`src/rtl/motion_pkg.sv`:
```
// motion_pkg
//   Shared definitions for the motion sequencer:
//   - 2-bit motion command codes
//   - FSM state encodings, which are also shown on the debug state output
//   - 6-bit H-bridge patterns in the bit order {e1,e2,as2,as1,bs2,bs1}
//   - cmd_pattern(): maps a command code to its pin pattern
package motion_pkg;

    localparam logic [1:0] CMD_LEFT    = 2'b00;
    localparam logic [1:0] CMD_FORWARD = 2'b01;
    localparam logic [1:0] CMD_RIGHT   = 2'b10;
    localparam logic [1:0] CMD_STOP    = 2'b11;

    typedef enum logic [1:0] {
        ST_IDLE    = 2'b00,
        ST_RUN     = 2'b01,
        ST_COAST   = 2'b10,
        ST_BLOCKED = 2'b11
    } state_t;

    localparam logic [5:0] PAT_FORWARD = 6'b111010;
    localparam logic [5:0] PAT_LEFT    = 6'b111110;
    localparam logic [5:0] PAT_RIGHT   = 6'b111011;
    localparam logic [5:0] PAT_OFF     = 6'b000000;

    // A stop command is a timed manoeuvre that drives the all-off pattern.
    function automatic logic [5:0] cmd_pattern(input logic [1:0] code);
        case (code)
            CMD_LEFT:    return PAT_LEFT;
            CMD_FORWARD: return PAT_FORWARD;
            CMD_RIGHT:   return PAT_RIGHT;
            default:     return PAT_OFF;
        endcase
    endfunction

endpackage

```
`src/rtl/motion_timer.sv`:
```
// motion_timer
//   Loadable down-counter. The count saturates at zero. A load takes
//   priority over a decrement.
// Ports:
//   clock     in   system clock
//   reset     in   synchronous active-high reset, clears the count
//   load      in   load load_val this cycle
//   load_val  in   CNT_W-bit value to load
//   en        in   decrement this cycle when the count is non-zero
//   zero      out  count is zero
module motion_timer #(
    parameter int CNT_W = 26
) (
    input  logic             clock,
    input  logic             reset,
    input  logic             load,
    input  logic [CNT_W-1:0] load_val,
    input  logic             en,
    output logic             zero
);

    logic [CNT_W-1:0] count;

    // NOTE: non-blocking assignments in sequential logic, so every register
    // samples the values that existed before this clock edge.
    always_ff @(posedge clock) begin
        if (reset) begin
            count <= '0;
        end else if (load) begin
            count <= load_val;
        end else if (en && count != '0) begin
            count <= count - CNT_W'(1);
        end
    end

    assign zero = (count == '0);

endmodule

```
`src/rtl/motion_sequencer.sv`:
```
// motion_sequencer
//   Timed manoeuvre scheduler that sits between the colour classifier and the
//   H-bridge. It accepts one command per valid/ready handshake, drives the
//   matching pattern for HOLD_CYCLES, and then coasts for GAP_CYCLES. When
//   proximity is high, the sequencer aborts everything and stays BLOCKED
//   until proximity has read 0 for CLEAR_CYCLES consecutive cycles.
//   Optional feature macro: MOTION_QUEUE_EN. When this macro is defined, a
//   one-entry pending command register is added. The sequencer then accepts
//   a command during RUN/COAST and starts it straight after the gap.
// Ports:
//   clock, reset         system clock; synchronous active-high reset
//   cmd_valid, cmd_code  command handshake input (00 L, 01 F, 10 R, 11 stop)
//   cmd_ready            a command is accepted when cmd_valid && cmd_ready
//   proximity            obstacle flag, already synchronous to clock
//   e1,e2,as1,as2,bs1,bs2  H-bridge enable and direction pins
//   busy                 state is not IDLE
//   state_o              FSM state (00 IDLE, 01 RUN, 10 COAST, 11 BLOCKED)
module motion_sequencer
    import motion_pkg::*;
#(
    parameter int HOLD_CYCLES  = 20000000,
    parameter int GAP_CYCLES   = 1000000,
    parameter int CLEAR_CYCLES = 500000,
    parameter int CNT_W        = 26
) (
    input  logic       clock,
    input  logic       reset,
    input  logic       cmd_valid,
    input  logic [1:0] cmd_code,
    output logic       cmd_ready,
    input  logic       proximity,
    output logic       e1,
    output logic       e2,
    output logic       as1,
    output logic       as2,
    output logic       bs1,
    output logic       bs2,
    output logic       busy,
    output logic [1:0] state_o
);

    // The timers count N-1 down to 0, so each phase lasts exactly N cycles.
    localparam logic [CNT_W-1:0] HOLD_LOAD  =
        (HOLD_CYCLES  > 0) ? CNT_W'(HOLD_CYCLES - 1)  : '0;
    localparam logic [CNT_W-1:0] GAP_LOAD   =
        (GAP_CYCLES   > 0) ? CNT_W'(GAP_CYCLES - 1)   : '0;
    localparam logic [CNT_W-1:0] CLEAR_LOAD =
        (CLEAR_CYCLES > 0) ? CNT_W'(CLEAR_CYCLES - 1) : '0;

    state_t           state, state_next;
    logic [1:0]       cur_code, cur_code_next;
    logic             accept;
    logic             phase_done;
    logic             pending;
    logic [1:0]       pending_code;
    logic             step_load, step_en, step_zero;
    logic [CNT_W-1:0] step_load_val;
    logic             clear_zero;
    logic [5:0]       pins;

    assign accept = cmd_valid && cmd_ready;

`ifdef MOTION_QUEUE_EN
    logic       slot_full;
    logic [1:0] slot_code;

    // A command that arrives on the final gap cycle starts directly. It is
    // never parked in the slot, because the slot is only read at phase end.
    assign pending      = slot_full || (accept && state != ST_IDLE);
    assign pending_code = slot_full ? slot_code : cmd_code;

    always_comb begin
        cmd_ready = 1'b0;
        if (!proximity) begin
            cmd_ready = (state == ST_IDLE) ||
                        ((state == ST_RUN || state == ST_COAST) && !slot_full);
        end
    end

    always_ff @(posedge clock) begin
        if (reset || proximity) begin
            slot_full <= 1'b0;
            slot_code <= CMD_LEFT;
        end else if (phase_done && pending) begin
            slot_full <= 1'b0;
        end else if (accept && state != ST_IDLE) begin
            slot_full <= 1'b1;
            slot_code <= cmd_code;
        end
    end
`else
    assign pending      = 1'b0;
    assign pending_code = cmd_code;
    assign cmd_ready    = !proximity && (state == ST_IDLE);
`endif

    // NOTE: every combinational output gets a default value first, so no
    // path through the case statement can leave a latch behind.
    always_comb begin
        state_next    = state;
        cur_code_next = cur_code;
        step_load     = 1'b0;
        step_load_val = HOLD_LOAD;
        step_en       = 1'b0;
        phase_done    = 1'b0;

        unique case (state)
            ST_IDLE: begin
                if (accept) begin
                    state_next    = ST_RUN;
                    cur_code_next = cmd_code;
                    step_load     = 1'b1;
                end
            end
            ST_RUN: begin
                if (!step_zero) begin
                    step_en = 1'b1;
                end else if (GAP_CYCLES != 0) begin
                    state_next    = ST_COAST;
                    step_load     = 1'b1;
                    step_load_val = GAP_LOAD;
                end else begin
                    phase_done = 1'b1;
                end
            end
            ST_COAST: begin
                if (!step_zero) step_en = 1'b1;
                else            phase_done = 1'b1;
            end
            ST_BLOCKED: begin
                if (clear_zero) state_next = ST_IDLE;
            end
            default: state_next = ST_IDLE;
        endcase

        if (phase_done) begin
            if (pending) begin
                state_next    = ST_RUN;
                cur_code_next = pending_code;
                step_load     = 1'b1;
                step_load_val = HOLD_LOAD;
            end else begin
                state_next = ST_IDLE;
            end
        end

        // Proximity overrides every transition, including a phase ending.
        if (proximity) begin
            state_next = ST_BLOCKED;
            phase_done = 1'b0;
            step_load  = 1'b0;
            step_en    = 1'b0;
        end
    end

    // NOTE: this reset is synchronous, so it appears only inside the
    // clocked branch and takes effect on the edge where it is sampled high.
    always_ff @(posedge clock) begin
        if (reset) begin
            state    <= ST_IDLE;
            cur_code <= CMD_LEFT;
        end else begin
            state    <= state_next;
            cur_code <= cur_code_next;
        end
    end

    motion_timer #(.CNT_W(CNT_W)) u_step_timer (
        .clock    (clock),
        .reset    (reset),
        .load     (step_load),
        .load_val (step_load_val),
        .en       (step_en),
        .zero     (step_zero)
    );

    // This timer reloads on every proximity=1 cycle, which restarts the run
    // of consecutive zero readings. It counts only while the path reads clear.
    motion_timer #(.CNT_W(CNT_W)) u_clear_timer (
        .clock    (clock),
        .reset    (reset),
        .load     (proximity),
        .load_val (CLEAR_LOAD),
        .en       (state == ST_BLOCKED),
        .zero     (clear_zero)
    );

    assign pins    = (state == ST_RUN) ? cmd_pattern(cur_code) : PAT_OFF;
    assign {e1, e2, as2, as1, bs2, bs1} = pins;
    assign busy    = (state != ST_IDLE);
    assign state_o = state;

endmodule

```
`config.mk`:
```
export PLATFORM = sky130hd
export DESIGN_NAME = motion_sequencer
export DESIGN_NICKNAME = d
export VERILOG_FILES = /design/src/rtl/motion_pkg.sv /design/src/rtl/motion_timer.sv /design/src/rtl/motion_sequencer.sv
export SDC_FILE = /design/constraint.sdc
export NUM_CORES = 1
export LEC_CHECK = 0
export ABC_AREA = 1
export CORE_ASPECT_RATIO = 2
export CORE_MARGIN = 2
export CORE_UTILIZATION = 55
export CTS_CLUSTER_DIAMETER = 150
export CTS_CLUSTER_SIZE = 16
export DETAILED_ROUTE_END_ITERATION = 8
export GPL_TIMING_DRIVEN = 0
export PLACE_DENSITY = 0.84
export SKIP_LAST_GASP = 1
export SYNTH_ARGS = -nofsm -noshare
export SYNTH_HDL_FRONTEND = slang
export SYNTH_SLANG_ARGS = --single-unit
export TNS_END_PERCENT = 10
```
`constraint.sdc`:
```
create_clock -name clock -period 2.4 [get_ports clock]
set_input_delay 0.48 -clock clock [delete_from_list [all_inputs] [get_ports clock]]
set_output_delay 0.48 -clock clock [all_outputs]
set_load 0.02 [all_outputs]
```
==> out/metrics.yaml, run 1 <==
status: "complete, but fails checks"
violations: "setup timing"
layout_commonest_cell: "nand2_1"
antenna_cells: 0
drive_above_1_share_pct: 10.3
io_buffers: 14
clk_pin_slew_ns: 0.06
fp.dieW_um: 62.3
fin_crit_sh_pct: 106
irDropWorstVdd_uv: 577
synthCells: 593
wl_mm: 10.2
ff2ff_setup_slack_ns: 0.24
rsz0062_at_grt: "yes"
track_usage_pct: 28.7
fin_skew_ns: 0.00904
nFillCells: 605
clk_latency_ns: 0.30
max_freq_ghz: 0.393
p_leak_nw: 1.90
cts.path.max_buffers: 2
root_buffer: "clkbuf_16"
core_area_um2: 6620
path_class: "reg2out"
antenna_found_initial: 0
multiInputGateArea_um2: 2250
final_util_pct: 62.5
post_cts_resized: 3
maxCapViolCount: 0
relSlewSlack_pct: 58.8
postCtsSetupRepairBufs: 0
syn_area_um2: 3740
detail-route-antenna-nets: 0
fin_nets: 629
min_path_type: "reg2reg"
seqCellArea_um2: 1120
grt_pass1_vias: 3932
num_io_pins: 16
final_max_slew_viol_count: 0
grt_max_degree: 16
clock-sinks: 56
die_y_um: 121
period_minus_slack_ns: 2.55
overflow: 0
die-area_um2: 7510
dp_hpwl_mm: 7.95
cts_tree: "built"
cts_buffers: 5
ys_types: 36
cp_data_arrival_time_ns: 2.07
finalHoldViolations: 0
start_util_pct: 56.4
grt_pass1_wl_mm: 16.9
worstMarginPinSlew_ns: 0.618
setup_viol: 5
p_per_area_nw_per_um2: 1350
gp_congestion: 0.989
yosys_register_bits: 56
syn_nets: 608
worstSetupStartpointType: "flip-flop"
cp_max_fo: 5
row_count: 42
avgSynthCellArea_um2: 6.30
fin_ws_ns: -0.145
drt-pass1-iter-count: 4
cts_hold_buffers: 0
drt_iter0_markers: 240
ys_seq_area_share_pct: 30.0
crit_path_end_kind: "output port"
cp.required_ns: 1.92
viasPerCell: 5.39
area_growth_pct: 10.7
post_drt_wl_per_cell_um: 14.6
htree_levels: 2
num_vias: 3782
route.detailed.drc: 0
finalSetupTns_ns: -0.359
mostFrequentLayoutCells: "130 x nand2_1, 117 x nor2_1, 61 x inv_1, 56 x dfxtp_1, 48 x nand3_1"
yosysWarnings: 0
metal layers:
layer  up-vias  wire [µm]  global-route usage (%)
met2        99       5580                    55.8
met5         -          0                       0
li1       1904          -                       -
met3        52        292                    3.91
met1      1727       3520                    24.2
met4         0        826                    26.0
worst max-delay path, cell delays in order, from the launching register on:
cell and delay (ns):
dfxtp_1 0.36, inv_1 0.14, ha_2 0.25, inv_1 0.14, a21oi_4 0.17, buf_4 0.13
clkdlybuf4s50_1 0.59
sequential cells by signal (all words and copies together), names as in the netlist:
signal	cells
u_clear_timer.count	26
cur_code	2
state_o	2
u_step_timer.count	26
cells by family (layout without fill, tap and decap cells):
logic type / after synthesis / in the layout / synth area share (%)
xor gates and xnor gates: 25 / 25 / 5.86
DFF: 56 / 56 / 30.0
buffers and inverters: 89 / 110 / 10.3
AOI/OAI and AO/OA: 59 / 59 / 8.77
adders and majority gates: 9 / 9 / 3.01
and+or+nand+nor: 355 / 355 / 42.1
worst paths after layout:
check	from	endpoint	cells after the start
max	state_o[1]	e2	6
min	u_clear_timer.count[6]	u_clear_timer.count[6]	2
max reg2reg	u_step_timer.count[0]	u_step_timer.count[24]	13
min reg2reg	u_clear_timer.count[6]	u_clear_timer.count[6]	2
stage by stage:
stage	total power [mW]	worst slack, ns	instance area (µm²)	hold WS (ns)	std cells
4_1_cts	5.53	-0.185	4130	0.487	702
6_report	5.57	-0.145	4140	0.485	702
3_5_place_dp	4.80	-0.0181	3990	0.475	695
5_1_grt	6.05	-0.258	4140	0.507	702
2_1_floorplan	3.97	0.218	3740	0.448	593
3_3_place_gp	4.72	0.0389	3990	0.464	695
power breakdown:
part | switching [mW] | leakage (nW) | internal (mW)
combinational | 2.20 | 1.38 | 1.25
clock | 0.335 | 0.0667 | 0.381
sequential | 0.248 | 0.460 | 1.15
total | 2.78 | 1.90 | 2.78
cells in the mapped netlist (all sizes together):
master | number | area, µm²
nor3b | 2 | 15.0
nand2 | 145 | 587
o21ai | 17 | 88.8
and2 | 7 | 43.8
dfxtp | 56 | 1120
buf | 11 | 88.8
o211ai | 2 | 20.0
or2 | 2 | 12.5
nor4 | 1 | 6.26
nand3b | 3 | 22.5
ha | 9 | 113
nand3 | 49 | 258
clkbuf | 4 | 15.0
inv | 72 | 273
clkinv | 2 | 7.51
a21oi | 37 | 200
nand4 | 10 | 68.8
nor3 | 11 | 55.1
xnor2 | 6 | 52.6
xor2 | 19 | 166
a31oi | 3 | 18.8
nor2 | 125 | 504
layout make-up:
class                           count  share of cell area, %
Inverter                           74                   6.78
Buffer                             15                   2.51
Sequential cell                    56                   27.1
Clock buffer                        6                   3.12
Multi-Input combinational cell    448                   54.3
Tap cell                           88                   2.66
Timing Repair Buffer               14                   3.42
Clock inverter                      1                  0.121
No activity file was read; power rests on OpenSTA's default activity.
==> run 2: changes to the inputs <==
Settings changed: CELL_PAD_IN_SITES_DETAIL_PLACEMENT set to 1, CELL_PAD_IN_SITES_GLOBAL_PLACEMENT set to 1, CORE_UTILIZATION 55 to 43, PLACE_DENSITY 0.84 to 0.77, SKIP_LAST_GASP 1 to unset.
==> run 2 against run 1 <==
The run now ends clean. Clock skew grew 0.0036 ns. Design area increased by 1.9%. Critical path depth shrank 2. First-iteration DRC count fell by 56%. Worst hold slack improved by 0.013 ns. Sequential cell count did not move. Sequential share of layout area fell by 0.51 points.
==> out/metrics.yaml, run 2 (synthesized netlist as in run 1, its figures left out) <==
status: "completed"
cts_tree: "built"
finalSetupTns_ns: 0  # +0.359 ns
fin_skew_ns: 0.0126  # +0.00355 ns
antenna_cells: 0  # unchanged
root_buffer: "clkbuf_16"
drt_iter0_markers: 105  # -56%
post_drt_wl_per_cell_um: 17.6  # +21%
antenna_found_initial: 0  # unchanged
area_growth_pct: 12.8
io_buffers: 14  # unchanged
worstReg2RegEnd: "u_clear_timer.count[16]"
track_usage_pct: 27.4  # -1.3 points
finalHoldViolations: 0  # unchanged
fin_nets: 629  # unchanged
clk_pin_slew_ns: 0.08  # +0.02 ns
maxCapViolCount: 0  # unchanged
core_area_um2: 8530  # +29%
cp_slowest_stage_delay_ns: 0.60  # about the same
num_vias: 3855  # +1.9%
pre_cts_ws_ns: -0.0390  # -0.0209 ns
grt_max_degree: 18  # +2
grt_pass1_wl_mm: 19.9  # +18%
ff2ff_setup_slack_ns: 0.17  # -0.07 ns
fin_crit_sh_pct: 97.1  # -9.0 points
cp_max_fo: 6  # +1
fin_ws_ns: 0.0695  # +0.215 ns
worstSetupStartpointType: "flip-flop"
startpoint: "state_o[0]"
wl_mm: 12.6  # +23%
irDropWorstVdd_uv: 507  # -12%
num_io_pins: 16  # unchanged
switching_share_pct: 49.1  # -0.85 points
crit_top_cell: "inv_1"
worstMarginPinSlew_ns: 0.676  # +0.0575 ns
grt_pass1_vias: 4126  # +4.9%
rsz0062_at_grt: "no"
row_count: 48  # +14%
cp.required_ns: 1.92  # about the same
clkPwrFrac_pct: 17.8  # +4.9 points
die_y_um: 136  # +13%
combPwrFrac_pct: 58.9  # -3.1 points
power_mw: 6.06  # +8.8%
reg_top3: "u_clear_timer.count: 26 flops, u_step_timer.count: 26 flops"
route.detailed.drc: 0  # unchanged
dp_hpwl_mm: 10.0  # +26%
htree_levels: 2  # unchanged
internal-power_mw: 3.08  # +11%
endpoint: "busy"
drive_above_1_share_pct: 11.2  # +0.96 points
detail-route-antenna-nets: 0  # unchanged
drt-pass1-iter-count: 4  # unchanged
cp_data_arrival_time_ns: 1.85  # -0.22 ns
setup_viol: 0  # -5
path_class: "reg2out"
p_leak_nw: 1.94  # +2.0%
clock-sinks: 56  # unchanged
max_freq_ghz: 0.429  # +9.2%
nFillCells: 1180  # +95%
p_seq_share_pct: 23.2  # -2.0 points
overflow: 0  # unchanged
fp.dieW_um: 69.9  # +12%
cts_buffers: 5  # unchanged
relSlewSlack_pct: 55.0  # -3.8 points
mostFrequentLayoutCells: "130 x nand2_1, 116 x nor2_1, 60 x inv_1, 56 x dfxtp_1, 48 x nand3_1"
hold_depth: 2  # unchanged
reg2reg_depth: 11  # -2
min_path_type: "reg2reg"
p_per_area_nw_per_um2: 1440  # +6.8%
die-area_um2: 9500  # +26%
start_util_pct: 43.8  # -13 points
switchingPower_mw: 2.98  # +7.0%
worstPathCellList: "inv_1, ha_1, inv_1, clkdlybuf4s50_1"
crit_path_end_kind: "output port"
final_max_slew_viol_count: 0  # unchanged
cts.path.max_buffers: 2  # unchanged
reg2reg_from: "u_clear_timer.count[4]"
period_minus_slack_ns: 2.33  # -0.215 ns
layout_commonest_cell: "nand2_1"
gp_congestion: 0.931  # -5.9%
cp_slowest_cell: "clkdlybuf4s50_1"
clk_latency_ns: 0.31  # about the same
viasPerCell: 5.39  # about the same
## run 2: cell types whose count changed in the layout (fill, tap and decap cells not counted), moves of 2 or more
cell / before / now
dlygate4sd2_1: 1 / 5
buf_4: 5 / 7
bufinv_16: 0 / 3
clkdlybuf4s50_1: 12 / 7
## run 2: critical path, delay by kind of cell, from the launching register on
family | cells | cell delay [ns]
fa+ha+maj | 1 | 0.28
buf+inv | 3 | 0.83
flops | 1 | 0.45
## run 2: what timing repair did
| action | 4_1_cts | 5_1_grt |
|---|---|---|
| setup buffers | 0 | 0 |
| resized for setup | 9 | 2 |
| endpoints found under the setup margin | 7 | 2 |
| pin swaps | 0 | 0 |
| hold buffers | 0 | 0 |
## run 2: metal layers
metal  part of all wire, %  wire length (µm)  track usage (%)  vias up
met5                     0                 0                0        -
met2                    60              7500             58.1       63
met3                   1.2               156             2.22       47
met4                   7.4               926             19.6        0
li1                      -                 -                -     1897
met1                    32              4000             22.0     1848
## run 2: worst min-delay path by stage
stage | start | end | slack [ns]
after CTS | u_step_timer.count[22] | u_step_timer.count[22] | 0.49
after global routing | u_clear_timer.count[12] | u_clear_timer.count[12] | 0.51
after global placement | u_step_timer.count[22] | u_step_timer.count[22] | 0.47
after floorplan | u_clear_timer.count[6] | u_clear_timer.count[6] | 0.45
after detailed placement | u_step_timer.count[22] | u_step_timer.count[22] | 0.48
final | u_step_timer.count[15] | u_step_timer.count[15] | 0.50
## run 2: layout make-up
| class | count | area (µm²) | share of cell area, % |
|---|---|---|---|
| multi-input combinational | 448 | 2240 | 53.2 |
| clock inverter | 3 | 90.1 | 2.14 |
| clock buffer | 5 | 125 | 2.97 |
| buffer | 15 | 104 | 2.46 |
| tap | 100 | 125 | 2.97 |
| timing repair buffer | 14 | 129 | 3.06 |
| sequential | 56 | 1120 | 26.6 |
| inverter | 74 | 280 | 6.65 |
## run 2: per-stage QoR
stage	hold WS [ns]	instance area (µm²)	utilization [%]	cells
floorplan	0.448	3740	-	593
global placement	0.466	4000	46.9	707
detailed placement	0.480	4000	46.9	707
CTS	0.492	4210	49.4	715
global route	0.514	4220	49.4	715
finish	0.498	4220	49.4	715
## run 2: power by group through the flow
stage / logic (mW) / registers [mW] / clock network (mW)
after floorplan: 2.60 / 1.36 / 0
after global placement: 3.43 / 1.41 / 0
after detailed placement: 3.56 / 1.42 / 0
after CTS: 3.59 / 1.41 / 1.10
after global routing: 3.98 / 1.43 / 1.13
final: 3.57 / 1.41 / 1.08
